--- config.mk ---
export PLATFORM = sky130hd
export DESIGN_NAME = mig1_dbg_core_slave
export DESIGN_NICKNAME = d
export VERILOG_FILES = /design/src/rtl/mig1_dbg_core_slave.sv
export SDC_FILE = /design/constraint.sdc
export NUM_CORES = 1
export LEC_CHECK = 0
export ABC_CLOCK_PERIOD_IN_PS = 5800
export CORE_MARGIN = 8
export CORE_UTILIZATION = 54
export CTS_CLUSTER_DIAMETER = 100
export CTS_CLUSTER_SIZE = 8
export DETAILED_ROUTE_END_ITERATION = 7
export PLACE_DENSITY_LB_ADDON = 0.08
export REMOVE_ABC_BUFFERS = 1
export SLEW_MARGIN = 20
export SYNTH_ARGS = -nofsm -noshare
export SYNTH_HDL_FRONTEND = slang
export SYNTH_SLANG_ARGS = --single-unit
--- constraint.sdc ---
create_clock -name clk -period 5.8 [get_ports clk]
set_input_delay 1.16 -clock clk [delete_from_list [all_inputs] [get_ports clk]]
set_output_delay 1.16 -clock clk [all_outputs]
set_load 0.02 [all_outputs]
--- src/rtl/mig1_dbg_core_slave.sv ---
// Debug APB slave for a Mig1 core: a small register file for the debugger,
// halt/resume/single-step control, PC overwrite while halted, and a
// retired-instruction counter.
module mig1_dbg_core_slave #(
  parameter int ADDR_WIDTH   = 5,
  parameter int DATA_WIDTH   = 32,
  parameter int PC_WIDTH     = 8,
  parameter int HALT_TIMEOUT = 15
) (
  input  logic                  clk,
  input  logic                  rst_n,
  input  logic [ADDR_WIDTH-1:0] apb_addr,
  input  logic                  apb_sel,
  input  logic                  apb_enable,
  input  logic                  apb_wr_rd,
  input  logic [DATA_WIDTH-1:0] apb_wdata,
  output logic                  apb_ready,
  output logic [DATA_WIDTH-1:0] apb_rdata,
  output logic                  core_halt_req,
  input  logic                  core_halted,
  output logic                  core_step,
  input  logic                  core_retire,
  input  logic [PC_WIDTH-1:0]   core_pc,
  output logic                  core_pc_wr_en,
  output logic [PC_WIDTH-1:0]   core_pc_wr_data
);

  localparam logic [1:0] ST_IDLE      = 2'd0;
  localparam logic [1:0] ST_RESP      = 2'd1;
  localparam logic [1:0] ST_WAIT_HALT = 2'd2;

  localparam int OFF_W = ADDR_WIDTH - 2;
  localparam logic [OFF_W-1:0] OFF_CTRL    = OFF_W'(0);
  localparam logic [OFF_W-1:0] OFF_STATUS  = OFF_W'(1);
  localparam logic [OFF_W-1:0] OFF_PC      = OFF_W'(2);
  localparam logic [OFF_W-1:0] OFF_RETIRED = OFF_W'(3);
  localparam logic [OFF_W-1:0] OFF_SCRATCH = OFF_W'(4);
  localparam logic [OFF_W-1:0] OFF_ID      = OFF_W'(5);

  localparam logic [31:0] ID_VALUE = 32'h4D49_4731;
  localparam int CNT_W = (HALT_TIMEOUT < 1) ? 1 : $clog2(HALT_TIMEOUT + 1);

  logic [1:0]            state_q, state_d;
  logic [CNT_W-1:0]      cnt_q, cnt_d;
  logic                  ready_q, ready_d;
  logic [DATA_WIDTH-1:0] rdata_q, rdata_d;
  logic                  halt_req_q, halt_req_d;
  logic                  step_q, step_d;
  logic                  step_pend_q, step_pend_d;
  logic                  step_done_q, step_done_d;
  logic                  timeout_q, timeout_d;
  logic                  pc_wr_en_q, pc_wr_en_d;
  logic [PC_WIDTH-1:0]   pc_wr_data_q, pc_wr_data_d;
  logic [31:0]           retired_q, retired_d;
  logic [DATA_WIDTH-1:0] scratch_q, scratch_d;

  logic [OFF_W-1:0]      offset;
  logic [DATA_WIDTH-1:0] rd_val;
  logic                  unused_addr_bits;

  assign offset           = apb_addr[ADDR_WIDTH-1:2];
  assign unused_addr_bits = ^apb_addr[1:0];

  assign apb_ready       = ready_q;
  assign apb_rdata       = rdata_q;
  assign core_halt_req   = halt_req_q;
  assign core_step       = step_q;
  assign core_pc_wr_en   = pc_wr_en_q;
  assign core_pc_wr_data = pc_wr_data_q;

  // Read mux over the register map; unmapped offsets read as zero.
  always_comb begin
    rd_val = '0;
    case (offset)
      OFF_CTRL:    rd_val = DATA_WIDTH'(halt_req_q);
      OFF_STATUS:  rd_val = DATA_WIDTH'({timeout_q, step_done_q, core_halted});
      OFF_PC:      rd_val = DATA_WIDTH'(core_pc);
      OFF_RETIRED: rd_val = DATA_WIDTH'(retired_q);
      OFF_SCRATCH: rd_val = scratch_q;
      OFF_ID:      rd_val = DATA_WIDTH'(ID_VALUE);
      default:     rd_val = '0;
    endcase
  end

  // Next-state logic: background counters first, then the transfer FSM,
  // whose register writes take priority over same-cycle background updates.
  always_comb begin
    state_d      = state_q;
    cnt_d        = cnt_q;
    ready_d      = 1'b0;
    rdata_d      = rdata_q;
    halt_req_d   = halt_req_q;
    step_d       = 1'b0;
    step_pend_d  = step_pend_q;
    step_done_d  = step_done_q;
    timeout_d    = timeout_q;
    pc_wr_en_d   = 1'b0;
    pc_wr_data_d = pc_wr_data_q;
    retired_d    = retired_q;
    scratch_d    = scratch_q;

    if (core_retire) begin
      retired_d = retired_q + 32'd1;
      if (step_pend_q) begin
        step_done_d = 1'b1;
        step_pend_d = 1'b0;
      end
    end

    case (state_q)
      ST_IDLE: begin
        if (apb_sel && apb_enable && !ready_q) begin
          state_d = ST_RESP;
          if (apb_wr_rd) begin
            case (offset)
              OFF_CTRL: begin
                if (apb_wdata[1]) begin
                  halt_req_d = 1'b0;
                end else if (apb_wdata[0]) begin
                  halt_req_d = 1'b1;
                  if (!core_halted) begin
                    state_d = ST_WAIT_HALT;
                    cnt_d   = '0;
                  end
                end
                if (apb_wdata[2] && core_halted && !apb_wdata[1]) begin
                  step_d      = 1'b1;
                  step_pend_d = 1'b1;
                end
              end
              OFF_STATUS: begin
                if (apb_wdata[1]) step_done_d = 1'b0;
                if (apb_wdata[2]) timeout_d   = 1'b0;
              end
              OFF_PC: begin
                if (core_halted) begin
                  pc_wr_en_d   = 1'b1;
                  pc_wr_data_d = apb_wdata[PC_WIDTH-1:0];
                end
              end
              OFF_RETIRED: retired_d = '0;
              OFF_SCRATCH: scratch_d = apb_wdata;
              default: ;
            endcase
          end else begin
            rdata_d = rd_val;
          end
        end
      end
      ST_RESP: begin
        state_d = ST_IDLE;
        ready_d = apb_sel;
      end
      ST_WAIT_HALT: begin
        if (!apb_sel) begin
          state_d = ST_IDLE;
        end else if (core_halted) begin
          state_d = ST_RESP;
        end else if (cnt_q == CNT_W'(HALT_TIMEOUT)) begin
          state_d   = ST_RESP;
          timeout_d = 1'b1;
        end else begin
          cnt_d = cnt_q + CNT_W'(1);
        end
      end
      default: state_d = ST_IDLE;
    endcase
  end

  // State registers with synchronous active-low reset.
  always_ff @(posedge clk) begin
    if (!rst_n) begin
      state_q      <= ST_IDLE;
      cnt_q        <= '0;
      ready_q      <= 1'b0;
      rdata_q      <= '0;
      halt_req_q   <= 1'b0;
      step_q       <= 1'b0;
      step_pend_q  <= 1'b0;
      step_done_q  <= 1'b0;
      timeout_q    <= 1'b0;
      pc_wr_en_q   <= 1'b0;
      pc_wr_data_q <= '0;
      retired_q    <= '0;
      scratch_q    <= '0;
    end else begin
      state_q      <= state_d;
      cnt_q        <= cnt_d;
      ready_q      <= ready_d;
      rdata_q      <= rdata_d;
      halt_req_q   <= halt_req_d;
      step_q       <= step_d;
      step_pend_q  <= step_pend_d;
      step_done_q  <= step_done_d;
      timeout_q    <= timeout_d;
      pc_wr_en_q   <= pc_wr_en_d;
      pc_wr_data_q <= pc_wr_data_d;
      retired_q    <= retired_d;
      scratch_q    <= scratch_d;
    end
  end

endmodule

==> results.txt, run 1 <==
----------------------------------------------------
[Die]
  Die Area ... 0.0129 sq mm
  Placeable core region ... 0.00924 sq mm
  Top-level I/O count ... 96
  Die Width ... 114 um
  DIE HEIGHT ... 114 um
  Initial core utilization ... 55.7%
  Number of rows in the core area ... 35

[Timing]
  Max Clock Skew ... a little over 0.008 ns
  Top achievable clock speed ... 294 MHz
  Setup repair after global routing missed its margin ... false
  Period Utilization, post-route ... 58.7%
  Slew Limit Headroom ... around 53%
  Number of max-slew violations in the final report ... 0
  Transition at the pin with the smallest max-transition slack ... around 0.71 ns
  Final hold violation count ... 0
  Setup TNS ... 0 ns
  # setup viols final ... 0
  Final critical-path required period ... 3.41 ns

[Global route]
  Antenna violations before repair ... 0
  Global route overflow ... 0
  Maximum number of pins on one net before global-route repair ... 44
  Via count of the first global-routing pass ... 4710
  First-pass GRT wire length ... between 20000 and 25000 um
  Overall fraction of global-route tracks in use ... 22.2%

[Drt]
  Violation count after the first detailed-route iteration ... 309
  # DRC ... 0
  Antenna-violating nets left ... 0
  Total number of vias ... 4800
  Detailed-route wire length per cell ... 16.9 um
  Router iterations before antenna repair ... 7
  Total detailed-routing wirelength ... around 14000 um
  Number of vias per cell after detailed routing ... slightly below 6

[Synthesis]
  Synthesis-stage register bit count ... 117
  Number of flops mapped to enable cells by yosys ... 0
  Cell count after synthesis ... 617
  Syn. warnings ... 0
  Syn avg cell area ... 8.34 sq um
  Post-synthesis async set-or-reset flop share ... 0%
  Share of the yosys chip area belonging to registers ... a little under half
  Predominant post-synthesis flop cell ... dfxtp_1
  Number of distinct standard cells referenced by the synthesized netlist ... 57
  Synth Cell Area ... 0.00514 sq mm

[Clock tree]
  Clock tree from TritonCTS ... built
  Number of buffers between clock root and the deepest sink ... 2
  Cell chosen for the clock root ... clkbuf_8
  Count of hold-fix buffers inserted at cts ... 0
  Number of clock buffers inserted by TritonCTS ... 17
  Post-CTS resize count ... 0
  Clk pin slew, worst setup/hold paths ... 0.06 ns
  Sinks on Clock Net ... 117
  Setup Fix Bufs, Post-CTS ... 0
  CTS H-Tree Depth ... 4
  Clk_lat worst skew ... 0.52 ns

[Place]
  Number of placed instances with taps included ... roughly 800
  Number of buffers added on ports ... 93
  Last weighted congestion value of the routability-driven placer ... 0.833
  Post-detail-place hpwl ... 9120 um

[Layout]
  Layout Utilization ... 72.3%
  Commonest non-fill, non-tap cell in the layout ... dfxtp_1
  Highest-count cells in the layout ignoring fill and taps ... dfxtp_1, nand2_1, clkdlybuf4s50_1
  Post-layout net count ... 744
  Number of antenna repair diodes ... 0
  Non-filler instance count after layout ... ~830
  Area overhead of the layout relative to synthesis ... 29.8%
  Fraction of final layout cells sized beyond drive strength 1 ... 7.82%

[Status]
  Result of the run ... finished, final reports clean

[Worst setup path]
  Critical path arrival ... 3.85 ns
  Worst Path Class, Setup ... in2reg
  Startpoint Class ... input port
  Delay of the slowest cell on the worst path ... about 0.87 ns
  Worst Path Required ... approximately 6.2 ns
  Maximum fanout encountered on the critical timing path ... 12
  Worst path cell trace ... clkdlybuf4s50_1, nand4_1, or4_2, or4_1, a21oi_1
  CP max stage cell ... or4_2
  Kind of end point of the critical path ... flop

[Job]
  Max Cap Violations ... 0

[Power]
  PD cells ... about 280 mW/mm^2
  Leakage Power ... 2.19 nW
  Overall power ... 1.90 mW
  Maximum VDD drop ... around 0.27 mV

[Min path]
  Class of the tightest hold or removal check ... reg2reg

----------------------------------------------------
==> cell usage after synthesis, types with 3 or more instances <==
| cell type | n | area share [%] |
|---|---|---|
| o2bb2ai_1 | 14 | 2.4 |
| dfxtp_1 | 117 | 46 |
| mux2i_1 | 17 | 3.3 |
| or3_1 | 6 | 0.73 |
| xnor2_1 | 7 | 1.2 |
| a22o_1 | 13 | 2.2 |
| inv_1 | 5 | 0.36 |
| nand3_1 | 16 | 1.6 |
| o22ai_1 | 3 | 0.36 |
| and4_1 | 4 | 0.68 |
| nor4_1 | 6 | 0.73 |
| a21oi_1 | 69 | 6.7 |
| nor3_1 | 5 | 0.49 |
| and3_1 | 3 | 0.36 |
| o21ai_0 | 7 | 0.68 |
| and2_1 | 5 | 0.61 |
| nand4_1 | 8 | 0.97 |
| a22oi_1 | 16 | 2.3 |
| nand2_1 | 110 | 8.0 |
| nor2_1 | 64 | 4.7 |
| o31ai_1 | 13 | 1.9 |
| xor2_1 | 6 | 1.0 |
| or4_1 | 17 | 2.5 |
| clkbuf_1 | 39 | 2.8 |
==> cell families after synthesis <==
family          after synthesis  synth area share [%]
compound gates              149                  18.8
simple gates                265                  24.9
fa+ha+maj                     2                 0.486
buf+inv                      52                  4.28
mux                          19                  3.75
flops                       117                  45.5
xor+xnor                     13                  2.21
==> where the power goes <==
part / switching [mW] / internal, mW
Sequential: 0.00451 / 0.810
Clock: 0.390 / 0.580
Combinational: 0.0611 / 0.0522
==> per-layer routing <==
layer | vias to the layer above | share of wire [%] | GRT usage, %
li1 | 2356 | - | -
met5 | - | 0 | 0
met3 | 13 | 5.8 | 6.39
met1 | 2297 | 42 | 25.8
met2 | 134 | 51 | 38.4
met4 | 0 | 1.2 | 7.10
==> per-stage QoR <==
step           instance area, sq um  worst slack [ns]  hold slack, ns
5_1_grt                        6680              2.28           0.465
6_report                       6680              2.39           0.453
3_5_place_dp                   6110              1.94           0.445
4_1_cts                        6660              2.44           0.454
2_1_floorplan                  4940              2.04           0.434
3_3_place_gp                   6110              2.00           0.442
==> sequential cells by signal (all words and copies together), names as in the netlist, 2 cells and up <==
name	cells
cnt_q	4
scratch_q	32
state_q	2
apb_rdata	32
core_pc_wr_data	8
retired_q	32
==> worst max-delay path, delay by kind of cell <==
kind / cells / cell delay [ns]
and+or+nand+nor: 3 / 1.88
buffers and inverters: 1 / 0.65
AOI/OAI and AO/OA: 1 / 0.15
==> path summary, 6_finish.rpt <==
kind	cells after the start	from	endpoint	slack [ns]
min	2	apb_rdata[18]	apb_rdata[18]	0.45
max reg2reg	4	retired_q[2]	retired_q[31]	3.34
min reg2reg	2	apb_rdata[18]	apb_rdata[18]	0.45
max	5	core_retire	retired_q[31]	2.39
==> cell type report <==
class | instances | area [sq um]
Inverter | 5 | 18.8
Fill cell | 743 | 2560
Timing Repair Buffer | 101 | 998
Clock inverter | 14 | 129
Multi-Input combinational cell | 448 | 2600
Sequential cell | 117 | 2340
Clock buffer | 18 | 428
Tap cell | 129 | 161
No activity file was read; power rests on OpenSTA's default activity.
==> run 2: changes to the inputs <==
ABC_CLOCK_PERIOD_IN_PS = 3200   (was 5800)
CORE_UTILIZATION = 52   (was 54)
clock period = 3.2 ns   (was 5.8 ns; I/O delays follow)
==> run 2 against run 1 <==
Effect of this change: clock-buffer cell count unchanged; worst hold slack gained 0.0020 ns; power up 90%; routed wire length shrank 2.1%; critical endpoint is now apb_rdata[0]; critical path depth rose by 1.
==> results.txt, run 2 (synthesis gave the netlist of run 1 again) <==
----------------------------------------------------
[Drt]
  Antenna-violating nets left ... 0 (unchanged)
  Violation count after the first detailed-route iteration ... 294 (-4.9%)
  # DRC ... 0 (unchanged)
  Router iterations before antenna repair ... 5 (-2)
  Number of vias per cell after detailed routing ... 5.65 (-2.1%)
  Total number of vias ... 4761 (-0.81%)
  Detailed-route wire length per cell ... 16.3 um (-3.3%)
  Total detailed-routing wirelength ... 13800 um (-2.1%)

[Die]
  DIE HEIGHT ... 115 um (+1.6%)
  Top-level I/O count ... 96 (unchanged)
  Die Area ... 0.0133 sq mm (+3.3%)
  Initial core utilization ... 53.1% (-2.6 points)
  Number of rows in the core area ... 36 (+2.9%)
  Placeable core region ... 0.00968 sq mm (+4.8%)
  Die Width ... 115 um (+1.6%)

[Layout]
  Layout Utilization ... 69.9% (-2.4 points)
  Highest-count cells in the layout ignoring fill and taps ... dfxtp_1, nand2_1, clkdlybuf4s50_1
  Area overhead of the layout relative to synthesis ... 31.5%
  Number of antenna repair diodes ... 0 (unchanged)
  Commonest non-fill, non-tap cell in the layout ... dfxtp_1
  Fraction of final layout cells sized beyond drive strength 1 ... 8.73% (+0.91 points)
  Post-layout net count ... 751 (+0.94%)

[Worst setup path]
  Worst path cell trace ... clkdlybuf4s50_1, buf_4, mux2i_1, nor2_1, a2111oi_0, nor3_1
  Critical path arrival ... 2.80 ns (-1.05 ns)
  Worst Path Class, Setup ... in2reg
  Worst Path Required ... 3.58 ns (-2.66 ns)
  Startpoint Class ... input port
  Maximum fanout encountered on the critical timing path ... 21 (+9)
  Delay of the slowest cell on the worst path ... 0.84 ns (-0.03 ns)
  CP max stage cell ... clkdlybuf4s50_1
  Kind of end point of the critical path ... flop

[Clock tree]
  Sinks on Clock Net ... 117 (unchanged)
  Setup Fix Bufs, Post-CTS ... 0 (unchanged)
  Clk pin slew, worst setup/hold paths ... 0.06 ns (about the same)
  Count of hold-fix buffers inserted at cts ... 0 (unchanged)
  Clock tree from TritonCTS ... built
  Number of buffers between clock root and the deepest sink ... 2 (unchanged)
  Clk_lat worst skew ... 0.51 ns (about the same)
  Cell chosen for the clock root ... clkbuf_8
  Number of clock buffers inserted by TritonCTS ... 17 (unchanged)
  Post-CTS resize count ... 0 (unchanged)
  CTS H-Tree Depth ... 4 (unchanged)

[Timing]
  Transition at the pin with the smallest max-transition slack ... 0.737 ns (+0.0300 ns)
  Period Utilization, post-route ... 75.7%
  Number of max-slew violations in the final report ... 0 (unchanged)
  Slew Limit Headroom ... 50.8% (-2.0 points)
  Final hold violation count ... 0 (unchanged)
  Final critical-path required period ... 2.42 ns
  Setup repair after global routing missed its margin ... false
  # setup viols final ... 0 (unchanged)
  Final setup margin ... 0.777 ns (-1.62 ns)
  Max Clock Skew ... 0.00899 ns (+0.000811 ns)
  Top achievable clock speed ... about 410 MHz

[Power]
  Clock power frac ... 53.3% (+2.2 points)
  Share of total power in combinational logic ... 5.8% (-0.2 points)
  Maximum VDD drop ... 0.390 mV (+42%)
  Internal Dissipation ... 2.78 mW (+93%)
  Sequential power share ... 40.9% (-2.0 points)
  Leakage Power ... 2.25 nW (+2.8%)
  Net switching power figure ... 0.828 mW (+82%)
  Switching share of total power ... 23.0% (-1.0 points)
  PD cells ... 533 mW/mm^2 (+88%)

[Global route]
  Overall fraction of global-route tracks in use ... 21.0% (-1.2 points)
  First-pass GRT wire length ... 22400 um (-3.8%)
  Global route overflow ... 0 (unchanged)
  Via count of the first global-routing pass ... 4562 (-3.1%)
  Maximum number of pins on one net before global-route repair ... 41 (-6.8%)
  Antenna violations before repair ... 0 (unchanged)

[Place]
  Number of buffers added on ports ... 93 (unchanged)
  Last weighted congestion value of the routability-driven placer ... 0.836 (+0.31%)
  Worst Setup Slack post-DPL ... 0.299 ns (-1.64 ns)
  Post-detail-place hpwl ... 9300 um (+2.0%)

[Min path]
  Class of the tightest hold or removal check ... reg2reg

[Job]
  Max Cap Violations ... 0 (unchanged)

[Status]
  Result of the run ... finished, final reports clean

----------------------------------------------------
[run 2: critical path: cells and delay by family]
family	cells	cell delay [ns]
AND/OR/NAND/NOR	2	0.17
AO/OA/AOI/OAI	1	0.52
buffers and inverters	2	1.24
multiplexers	1	0.22
[run 2: layer usage]
layer / global-route usage [%] / part of all wire (%) / up-vias
li1: - / - / 2371
met1: 24.7 / 44 / 2280
met2: 36.4 / 50 / 105
met3: 5.94 / 5.0 / 5
met4: 5.95 / 0.57 / 0
met5: 0 / 0 / -
[run 2: worst paths after layout]
check                start             to  slack [ns]  depth (start not counted)
min reg2reg  apb_rdata[20]  apb_rdata[20]        0.46                          2
min          apb_rdata[20]  apb_rdata[20]        0.46                          2
max reg2reg   retired_q[3]  retired_q[30]        0.95                          4
max            apb_addr[2]   apb_rdata[0]        0.78                          6
[run 2: area by class of cell]
class | instances | area, sq um
tap | 133 | 166
clock inverter | 14 | 175
sequential | 117 | 2340
clock buffer | 18 | 428
multi-input combinational | 448 | 2590
inverter | 5 | 18.8
timing repair buffer | 108 | 1040
fill | 800 | 2920
[run 2: metrics by stage]
step / setup TNS [ns] / power, mW / hold WS [ns] / area [sq um] / std cells
2_1_floorplan: -1.37 / 1.59 / 0.434 / 4940 / 570
3_3_place_gp: 0 / 1.71 / 0.443 / 6160 / 811
3_5_place_dp: 0 / 1.71 / 0.447 / 6160 / 811
4_1_cts: 0 / 3.63 / 0.456 / 6770 / 843
5_1_grt: 0 / 3.72 / 0.472 / 6770 / 843
6_report: 0 / 3.61 / 0.455 / 6770 / 843
[run 2: power by group through the flow]
| stage | Combinational, mW | Sequential (mW) | Clock (mW) |
|---|---|---|---|
| floorplan | 0.0760 | 1.51 | 0 |
| global placement | 0.202 | 1.51 | 0 |
| detailed placement | 0.205 | 1.51 | 0 |
| CTS | 0.208 | 1.48 | 1.95 |
| global route | 0.224 | 1.48 | 2.02 |
| finish | 0.209 | 1.48 | 1.92 |
